[src/rtl/nn_accel_pkg.sv]
// Shared definitions for the neural accelerator datapath: default lane width,
// saturation limits and the accumulator FSM state encoding.
package nn_accel_pkg;

  localparam int DATA_W = 16;

  localparam logic [DATA_W-1:0] SAT_MAX = {1'b0, {(DATA_W-1){1'b1}}};
  localparam logic [DATA_W-1:0] SAT_MIN = {1'b1, {(DATA_W-1){1'b0}}};

  typedef enum logic {
    ST_ACCUM = 1'b0,
    ST_HOLD  = 1'b1
  } state_t;

endpackage

[src/rtl/neuron_accumulator_array_if.sv]
// Partial-sum input stream and finished-neuron result stream of the accumulator array.
// master = producer/consumer side, slave = accumulator array.
interface neuron_accumulator_array_if #(
  parameter int DATA_W  = 16,
  parameter int N_LANES = 4,
  parameter int CNT_W   = 10
) ();

  logic                        psum_valid;
  logic                        psum_ready;
  logic [N_LANES*DATA_W-1:0]   psum;
  logic                        neuron_done;
  logic                        relu_en;

  logic                        out_valid;
  logic                        out_ready;
  logic [N_LANES*DATA_W-1:0]   sum_out;
  logic [N_LANES-1:0]          sat_flags;
  logic [CNT_W-1:0]            term_count;

  modport master (
    output psum_valid, psum, neuron_done, relu_en, out_ready,
    input  psum_ready, out_valid, sum_out, sat_flags, term_count
  );

  modport slave (
    input  psum_valid, psum, neuron_done, relu_en, out_ready,
    output psum_ready, out_valid, sum_out, sat_flags, term_count
  );

endinterface

[src/rtl/sat_add_lane.sv]
// Signed saturating adder for one neuron lane; sat flags a clamped result.
module sat_add_lane #(
  parameter int DATA_W = nn_accel_pkg::DATA_W
) (
  input  logic [DATA_W-1:0] a,
  input  logic [DATA_W-1:0] b,
  output logic [DATA_W-1:0] sum,
  output logic              sat
);

  localparam logic [DATA_W-1:0] LANE_MAX = {1'b0, {(DATA_W-1){1'b1}}};
  localparam logic [DATA_W-1:0] LANE_MIN = {1'b1, {(DATA_W-1){1'b0}}};

  logic [DATA_W:0] wide;

  // One extra bit of headroom: the top two bits disagree exactly on overflow.
  assign wide = {a[DATA_W-1], a} + {b[DATA_W-1], b};
  assign sat  = wide[DATA_W] ^ wide[DATA_W-1];
  assign sum  = !sat         ? wide[DATA_W-1:0] :
                wide[DATA_W] ? LANE_MIN : LANE_MAX;

endmodule

[src/rtl/neuron_accumulator_array.sv]
// N_LANES parallel signed saturating accumulators with a held, optionally
// ReLU-clamped result register released through a valid/ready handshake.
module neuron_accumulator_array
  import nn_accel_pkg::*;
#(
  parameter int DATA_W  = nn_accel_pkg::DATA_W,
  parameter int N_LANES = 4,
  parameter int CNT_W   = 10
) (
  input  logic                        clk,
  input  logic                        reset,
  neuron_accumulator_array_if.slave   bus
);

  state_t                     state;
  logic [DATA_W-1:0]          acc      [N_LANES];
  logic [N_LANES-1:0]         lane_sat;
  logic [CNT_W-1:0]           beat_cnt;

  logic [DATA_W-1:0]          lane_sum  [N_LANES];
  logic [DATA_W-1:0]          lane_pick [N_LANES];
  logic [N_LANES-1:0]         lane_ovf;
  logic [N_LANES*DATA_W-1:0]  final_sum;
  logic [N_LANES-1:0]         final_sat;
  logic [CNT_W-1:0]           cnt_inc;
  logic [CNT_W-1:0]           final_cnt;

  logic                       out_valid_q;
  logic [N_LANES*DATA_W-1:0]  sum_out_q;
  logic [N_LANES-1:0]         sat_flags_q;
  logic [CNT_W-1:0]           term_count_q;

  for (genvar g = 0; g < N_LANES; g++) begin : g_lane
    sat_add_lane #(.DATA_W(DATA_W)) u_add (
      .a   (acc[g]),
      .b   (bus.psum[g*DATA_W +: DATA_W]),
      .sum (lane_sum[g]),
      .sat (lane_ovf[g])
    );

    // A beat arriving with neuron_done belongs to the closing neuron.
    assign lane_pick[g] = bus.psum_valid ? lane_sum[g] : acc[g];
    assign final_sum[g*DATA_W +: DATA_W] =
      (bus.relu_en && lane_pick[g][DATA_W-1]) ? '0 : lane_pick[g];
  end

  // NOTE: every always_comb output gets a default first so no path can infer a latch.
  always_comb begin
    cnt_inc   = beat_cnt;
    final_sat = lane_sat;
    if (!(&beat_cnt)) cnt_inc = beat_cnt + 1'b1;
    if (bus.psum_valid) final_sat = lane_sat | lane_ovf;
  end

  assign final_cnt = bus.psum_valid ? cnt_inc : beat_cnt;

  // NOTE: sequential state uses non-blocking assignments so every register sees pre-edge values.
  always_ff @(posedge clk) begin
    if (reset) begin
      state        <= ST_ACCUM;
      // NOTE: the accumulator array is reset explicitly; a discarded neuron must leave no residue.
      for (int i = 0; i < N_LANES; i++) acc[i] <= '0;
      lane_sat     <= '0;
      beat_cnt     <= '0;
      out_valid_q  <= 1'b0;
      sum_out_q    <= '0;
      sat_flags_q  <= '0;
      term_count_q <= '0;
    end else begin
      case (state)
        ST_ACCUM: begin
          if (bus.neuron_done) begin
            sum_out_q    <= final_sum;
            sat_flags_q  <= final_sat;
            term_count_q <= final_cnt;
            out_valid_q  <= 1'b1;
            for (int i = 0; i < N_LANES; i++) acc[i] <= '0;
            lane_sat     <= '0;
            beat_cnt     <= '0;
            state        <= ST_HOLD;
          end else if (bus.psum_valid) begin
            for (int i = 0; i < N_LANES; i++) acc[i] <= lane_sum[i];
            lane_sat     <= lane_sat | lane_ovf;
            beat_cnt     <= cnt_inc;
          end
        end
        ST_HOLD: begin
          if (bus.out_ready) begin
            out_valid_q <= 1'b0;
            state       <= ST_ACCUM;
          end
        end
      endcase
    end
  end

  assign bus.psum_ready = (state == ST_ACCUM);
  assign bus.out_valid  = out_valid_q;
  assign bus.sum_out    = sum_out_q;
  assign bus.sat_flags  = sat_flags_q;
  assign bus.term_count = term_count_q;

endmodule

[src/flat_wrapper.sv]
// flat-port wrapper written by rule: the top's interface ports become plain ports
module neuron_accumulator_array_flat import nn_accel_pkg::*;
#(
  parameter int DATA_W  = nn_accel_pkg::DATA_W,
  parameter int N_LANES = 4,
  parameter int CNT_W   = 10
)
  (clk, reset, bus_psum_valid, bus_psum, bus_neuron_done, bus_relu_en, bus_out_ready, bus_psum_ready, bus_out_valid, bus_sum_out, bus_sat_flags, bus_term_count);
  neuron_accumulator_array_if #(.DATA_W(DATA_W), .N_LANES(N_LANES), .CNT_W(CNT_W)) bus_i ();
  input  logic clk;
  input  logic reset;
  input wire logic [$bits(bus_i.psum_valid)-1:0] bus_psum_valid;
  input wire logic [$bits(bus_i.psum)-1:0] bus_psum;
  input wire logic [$bits(bus_i.neuron_done)-1:0] bus_neuron_done;
  input wire logic [$bits(bus_i.relu_en)-1:0] bus_relu_en;
  input wire logic [$bits(bus_i.out_ready)-1:0] bus_out_ready;
  output wire logic [$bits(bus_i.psum_ready)-1:0] bus_psum_ready;
  output wire logic [$bits(bus_i.out_valid)-1:0] bus_out_valid;
  output wire logic [$bits(bus_i.sum_out)-1:0] bus_sum_out;
  output wire logic [$bits(bus_i.sat_flags)-1:0] bus_sat_flags;
  output wire logic [$bits(bus_i.term_count)-1:0] bus_term_count;
  assign bus_i.psum_valid = bus_psum_valid;
  assign bus_i.psum = bus_psum;
  assign bus_i.neuron_done = bus_neuron_done;
  assign bus_i.relu_en = bus_relu_en;
  assign bus_i.out_ready = bus_out_ready;
  assign bus_psum_ready = bus_i.psum_ready;
  assign bus_out_valid = bus_i.out_valid;
  assign bus_sum_out = bus_i.sum_out;
  assign bus_sat_flags = bus_i.sat_flags;
  assign bus_term_count = bus_i.term_count;
  neuron_accumulator_array #(.DATA_W(DATA_W), .N_LANES(N_LANES), .CNT_W(CNT_W)) u_core (.clk(clk), .reset(reset), .bus(bus_i));
endmodule
[config.mk]
export PLATFORM = sky130hd
export DESIGN_NAME = neuron_accumulator_array_flat
export DESIGN_NICKNAME = d
export VERILOG_FILES = /design/src/rtl/nn_accel_pkg.sv /design/src/rtl/neuron_accumulator_array_if.sv /design/src/rtl/sat_add_lane.sv /design/src/rtl/neuron_accumulator_array.sv /design/src/flat_wrapper.sv
export SDC_FILE = /design/constraint.sdc
export NUM_CORES = 1
export LEC_CHECK = 0
export CORE_MARGIN = 2
export CORE_UTILIZATION = 36
export CTS_CLUSTER_SIZE = 30
export DETAILED_ROUTE_END_ITERATION = 16
export RECOVER_POWER = 100
export SYNTH_ARGS = -nofsm -noshare
export SYNTH_HDL_FRONTEND = slang
export SYNTH_SLANG_ARGS = --single-unit
export TNS_END_PERCENT = 20
[constraint.sdc]
create_clock -name clk -period 4.7 [get_ports clk]
set_clock_uncertainty 0.05 [all_clocks]
set_input_delay 0.94 -clock clk [delete_from_list [all_inputs] [get_ports clk]]
set_output_delay 0.94 -clock clk [all_outputs]
set_load 0.005 [all_outputs]
==> results of run 1 <==
[state kept, by name, indices dropped and copies added (netlist names)]
name	cells
u_core.acc	64
u_core.bus.sum_out	64
u_core.beat_cnt	10
u_core.bus.term_count	10
u_core.bus.sat_flags	4
u_core.lane_sat	4
u_core.bus.out_valid	1
u_core.state	1
[path summary, 6_finish.rpt]
check,from,end,slack (ns),depth (start not counted)
worst max register to register,u_core.acc[3][4],u_core.bus.sum_out[60],1.13,9
worst min register to register,u_core.bus.sum_out[9],u_core.bus.sum_out[9],0.41,2
worst min-delay path,u_core.bus.sum_out[9],u_core.bus.sum_out[9],0.41,2
worst max-delay path,bus_psum[16],u_core.acc[1][12],0.53,11
[power by group]
part	switching, mW	leakage, nW	internal [mW]
Combinational	0.741	3.16	0.566
Clock	0.594	0.318	1.00
Sequential	0.0878	1.43	1.55
[cells in the mapped netlist, drive strengths merged, types with 4 or more instances]
master / instances
a2111o: 4
a2111oi: 4
a211oi: 18
a21o: 19
a21oi: 109
a222oi: 10
a22o: 4
a22oi: 49
a31oi: 9
and3: 11
buf: 16
clkbuf: 33
dfxtp: 110
edfxtp: 48
fa: 4
ha: 65
inv: 30
maj3: 6
mux2i: 7
nand2: 67
nand2b: 6
nand3: 14
nand3b: 4
nand4: 5
nor2: 91
nor2b: 12
nor3: 23
o211ai: 31
o21a: 9
o21ai: 101
o21bai: 6
o22ai: 6
o311ai: 5
o31ai: 14
or3: 4
xnor2: 37
xor2: 27
[layer usage]
metal	global-route usage, %	share of wire (%)
met5	0	0.082
met3	4.33	6.0
met4	5.58	1.5
met1	27.4	47
met2	31.6	46
[critical path, cell delays in order]
cell	delay, ns
dlygate4sd3_1	0.55
ha_1	0.25
fa_1	0.43
a21oi_1	0.25
nor3_1	0.13
o311a_1	0.37
o41ai_1	0.64
o21ai_0	0.18
buf_4	0.23
nor2b_1	0.14
o21a_1	0.16
[layout make-up]
class / instances / area [sq um] / share of cell area, %
clock buffer: 19 / 433 / 3.58
clock inverter: 13 / 235 / 1.95
inverter: 30 / 113 / 0.932
timing repair buffer: 177 / 1680 / 13.9
multi-input combinational: 823 / 5550 / 46.0
tap: 335 / 419 / 3.47
sequential: 158 / 3640 / 30.2
[logic make-up after synthesis]
kind of cell             after synthesis  share of synthesized area, %
AO/OA/AOI/OAI                        426                          29.7
XOR/XNOR                              64                          5.95
adder cells (fa/ha/maj)               75                          9.98
buffers and inverters                 79                          3.38
flip-flops                           158                          38.2
multiplexers                           7                         0.734
AND/OR/NAND/NOR                      251                          12.1
==> results.md, run 1 <==
* Die W at 167 microns
* Post-CTS Setup Bufs at 0
* Cell count after synthesis at between 1k and 1.5k
* Non-filler instance count after layout at roughly 1.6k
* Netlist cell types at 73
* Async SR Flop Fraction at 0%
* Most frequent cells in the layout: dfxtp_1, a21oi_1, o21ai_0
* WHS at slightly above 0.4 ns
* P_leak at 4.91 nW
* Endpoints failing setup at 0
* Largest net degree at the start of global routing at 70
* Syn_area_per_cell at 9.01 sq um
* Final wirelength at 28.1 mm
* Yosys warnings at 0
* Sequential area share after synthesis at 38.2%
* Yosys top cell by area: dfxtp_1
* DP Cell Count at 1,523
* Final antenna-violating net count at 0
* Dpl ws at about 0.36 ns
* Iter 0 DRT Violations at 576
* Post-synth top area share at 23.1%
* Post-DR vias/cell at 5.60
* Initial antenna violation count at 2
* Pins Over Slew Limit at 33
* Clk pin slew, worst setup/hold paths at 0.06 ns
* Syn_nets at around 1.2k
* EDFF count, synth at between 40 and 50
* IO Pins at 150
* DR pass1 iterations at 5
* Placed inst area at 0.0115 sq mm
* Number of global-route vias before repair at about 8.5k
* Crit path required time at between 4 and 5 ns
* Power after layout at 4.54 mW
* NumNets Final at 1,346
* Worst-Margin Slew at 1.55 ns
* Setup_tns at 0 ns
* Worst VDD drop at 0.208 mV
* Layout Area Growth over Synthesis at 26.5%
* H-tree levels at 4
* Vias at about 8.7k
* TritonCTS Buffers at 17
* Unrepaired setup endpoints after global routing: no
* Fillers at roughly 2.6k
* # Max-Cap Violations at 1
* Hold Crit Class: flop to flop
* Share of cells above drive strength 1 at 5.82%
* Fmax at 240 MHz
* Setup crit end kind: flop
* Buffers added on ports at 149
* Worst skew pair latency at 0.42 ns
* Residual DRC count at 0
* Core Box Area at 0.0261 sq mm
* Die Footprint at 0.0278 sq mm
* Synthesized flop and latch total at approximately 160
* CP Launch Type: input port
* Slew Limit Headroom at -3.23%
* Hold_buf cts at 0
* GRT Overall Usage at around a fifth
* Clk root buf: clkbuf_16
* WL/cell at 18.1 microns
* Die Y at 167 microns
* Critical path class: input port to flop
* Final HPWL DP at 19.7 mm
* Routability cong. at 0.887
* CP max FO at 14
* Setup slack after layout at 0.530 ns
* Post_cts resized at 0
* Synth top area cells: dfxtp_1, edfxtp_1, ha_1, a21oi_1, o21ai_0
* Failing checks: max-capacitance violations, max-slew violations
* Most common cell after layout, fill and taps aside: dfxtp_1
* First-pass GRT wire length at 44.9 mm
* Status: complete, but fails checks
* Clk sinks at 158
* Max Root-Sink Buffers at 2
* Fin crit share at 88.7%
* Inserted Diodes at 0
* Initial Util at 36.6%
* Site Rows at 59
* Post-Syn Area at 0.00955 sq mm
* GR Overflow Total at 0
* Main flop type after synthesis: dfxtp_1
* Final Hold Viols at 0
* Arrival @ worst endpoint at 4.29 ns
* Power Dens Cells at 376 mW/mm^2
* Finished Core Util at 46.4%
* Final min period at 4.17 ns
* Final instance area at ~0.012 sq mm
* CTS tree: done
Power figures use the tool's default switching activity.
==> inputs of run 2 (changes only) <==
==> constraint.sdc (replaced) <==
create_clock -name clk -period 4.7 [get_ports clk]
set_clock_uncertainty 0.05 [all_clocks]
set_input_delay 0.94 -clock clk [delete_from_list [all_inputs] [get_ports clk]]
set_output_delay 0.94 -clock clk [all_outputs]
set_load 0.02 [all_outputs]
==> results of run 2 <==
Same layout as run 1 (identical final DEF). Status: complete, but fails checks: max-capacitance violations, max-slew violations.
Main changes from that run: total power 4.54 mW -> 4.62 mW; worst IR drop on VDD 0.208 mV -> 0.209 mV
==> inputs of run 3 (changes only) <==
--- a/config.mk
+++ b/config.mk
@@ -5,7 +5,6 @@
 export SDC_FILE = /design/constraint.sdc
 export NUM_CORES = 1
 export LEC_CHECK = 0
-export CORE_MARGIN = 2
 export CORE_UTILIZATION = 36
 export CTS_CLUSTER_SIZE = 30
 export DETAILED_ROUTE_END_ITERATION = 16
==> run 3 against run 2 <==
Final area is 0.32% lower. Routed wire length fell by 0.64%. Largest power group unchanged. Worst setup slack better by 0.036 ns. The flow now finishes without violations. Clock power is 3% lower. Non-clock buffer count is 1 lower. Via count down 0.64%. Utilization down 0.15 points. Critical endpoint unchanged. Global-route usage grew 0.79 points.
==> results.md, run 3 (same netlist as run 1, synthesis figures left out) <==
* H-tree levels at 4 (unchanged)
* Most common cell after layout, fill and taps aside: dfxtp_1
* Inserted Diodes at 0 (unchanged)
* Internal cell power at 3.06 mW
* Residual DRC count at 0 (unchanged)
* GR Overflow Total at 0 (unchanged)
* CTS tree: done
* Status: finished, final reports clean
* CP max FO at 14 (unchanged)
* Routed length on met1 at 13.2 mm (+0.11%)
* Initial antenna violation count at 1 (-1)
* Worst VDD drop at 0.198 mV
* Post_cts resized at 0 (unchanged)
* Setup_tns at 0 ns (unchanged)
* Top layer in use: met5
* Most frequent cells in the layout: dfxtp_1, a21oi_1, o21ai_0
* Crit path required time at 4.83 ns (about the same)
* Worst-Margin Slew at 1.30 ns (-0.244 ns)
* Vias at 8,653 (-0.64%)
* WL/cell at 18.0 microns (-0.57%)
* P_leak at 4.88 nW (-0.58%)
* Fmax at 242 MHz (+0.88%)
* # Max-Cap Violations at 0 (-1)
* Clk root buf: clkbuf_16
* Max incr delay on CP at 0.54 ns (-0.10 ns)
* Pins Over Slew Limit at 0 (-100%)
* Buffer and inverter count on the worst path at 2 (unchanged)
* Setup crit end kind: flop
* NumNets Final at 1,345 (-0.074%)
* Routability cong. at 0.914 (+3.0%)
* Critical path class: input port to flop
* Worst path slowest cell: dlygate4sd3_1
* TritonCTS Buffers at 17 (unchanged)
* First-pass GRT wire length at 44.0 mm (-2.1%)
* CP Launch Type: input port
* Iter 0 DRT Violations at 616 (+6.9%)
* Max Root-Sink Buffers at 2 (unchanged)
* Fin crit share at 88.0% (-0.77 points)
* DR pass1 iterations at 5 (unchanged)
* Clk sinks at 158 (unchanged)
* Final wirelength at 27.9 mm (-0.64%)
* Buffers added on ports at 149 (unchanged)
* Logic gate share of total power at 30.3%
* Number of global-route vias before repair at 8,385 (-1.3%)
* Hold_buf cts at 0 (unchanged)
* Arrival @ worst endpoint at 4.26 ns (-0.03 ns)
* IO Pins at 150 (unchanged)
* Sw power at 1.51 mW
* Post-CTS Setup Bufs at 0 (unchanged)
* Final HPWL DP at 19.6 mm (-0.50%)
* Core Box Area at 0.0261 sq mm (unchanged)
* Post-DR vias/cell at 5.57 (-0.58%)
* Clock network fraction of total power at 33.9%
* Final antenna-violating net count at 0 (unchanged)
* WHS at 0.405 ns (-0.00517 ns)
* GRT Overall Usage at 20.7% (+0.79 points)
* Die Y at 165 microns (-1.2%)
* Critical path's top delay family: compound AO/OA/AOI/OAI gates
* Clk pin slew, worst setup/hold paths at 0.06 ns (about the same)
* Slew Limit Headroom at 13.0% (+16 points)
* Met2 wire len at 12.7 mm (-1.5%)
* Initial Util at 36.6% (unchanged)
* Final Hold Viols at 0 (unchanged)
* Sequential share of power at 35.8%
* Power Dens Cells at 380 mW/mm^2
* Share of cells above drive strength 1 at 5.25% (-0.57 points)
* Largest net degree at the start of global routing at 70 (unchanged)
* Unrepaired setup endpoints after global routing: no
* Hold Crit Class: flop to flop
* Final min period at 4.13 ns (-0.0363 ns)
* Metal3 WL at 1.63 mm (-2.7%)
* Layout Area Growth over Synthesis at 26.1%
* Worst path cell trace: dlygate4sd3_1 > ha_1 > fa_1 > a21oi_1 > nor3_1 > o311a_1 > o41ai_4 > o21ai_0 > clkbuf_1 > nor2b_1 > o21a_1
* Site Rows at 59 (unchanged)
* Endpoints failing setup at 0 (unchanged)
* Die W at 165 microns (-1.2%)
* Die Footprint at 0.0272 sq mm (-2.4%)
* Worst skew pair latency at 0.43 ns (about the same)
* Switching Share at 33.1%
==> run 3: cell types whose count changed in the layout (fill, tap and decap cells not counted), sizes merged <==
cell / change
buf: -4
clkbuf: +3
bufinv: -1
clkinvlp: +1
==> run 3: area by class of cell <==
type,count,area (sq um)
tap,335,419
sequential,158,3640
timing repair buffer,176,1660
clock inverter,13,211
fill,2546,14000
inverter,30,113
clock buffer,19,433
multi-input combinational,823,5560
==> run 3: through the flow <==
| step | instances | worst slack [ns] | util (%) | cell area (sq um) | power (mW) |
|---|---|---|---|---|---|
| floorplan | 1060 | 1.13 | - | 9550 | 2.61 |
| global placement | 1522 | 0.476 | 44.0 | 11500 | 3.08 |
| detailed placement | 1522 | 0.397 | 44.0 | 11500 | 3.09 |
| CTS | 1554 | 0.848 | 46.5 | 12100 | 4.65 |
| global route | 1554 | 0.300 | 46.2 | 12000 | 4.81 |
| finish | 1554 | 0.566 | 46.2 | 12000 | 4.57 |
==> run 3: worst paths after layout <==
kind,from,end,slack [ns],cells past startpoint
hold reg to reg,u_core.bus.sum_out[8],u_core.bus.sum_out[8],0.40,2
setup / recovery,bus_psum[16],u_core.acc[1][12],0.57,11
setup reg to reg,u_core.acc[3][4],u_core.acc[3][12],1.10,9
hold / removal,u_core.bus.sum_out[8],u_core.bus.sum_out[8],0.40,2
==> run 3: power groups by stage <==
stage / sequential, mW / combinational, mW / clock (mW)
6_report: 1.64 / 1.38 / 1.55
5_1_grt: 1.65 / 1.54 / 1.62
3_5_place_dp: 1.67 / 1.42 / 0
4_1_cts: 1.64 / 1.43 / 1.57
2_1_floorplan: 1.73 / 0.881 / 0
3_3_place_gp: 1.67 / 1.41 / 0
==> run 3: layer usage <==
layer / track usage [%] / vias up
met3: 4.85 / 31
met2: 33.2 / 223
met4: 5.42 / 2
met1: 27.8 / 4089
met5: 0 / -
li1: - / 4308
==> run 3: worst min-delay path, cell delays in order, from the launching register on <==
cell	delay (ns)
dfxtp_1	0.32
nand2_1	0.05
o31ai_1	0.05
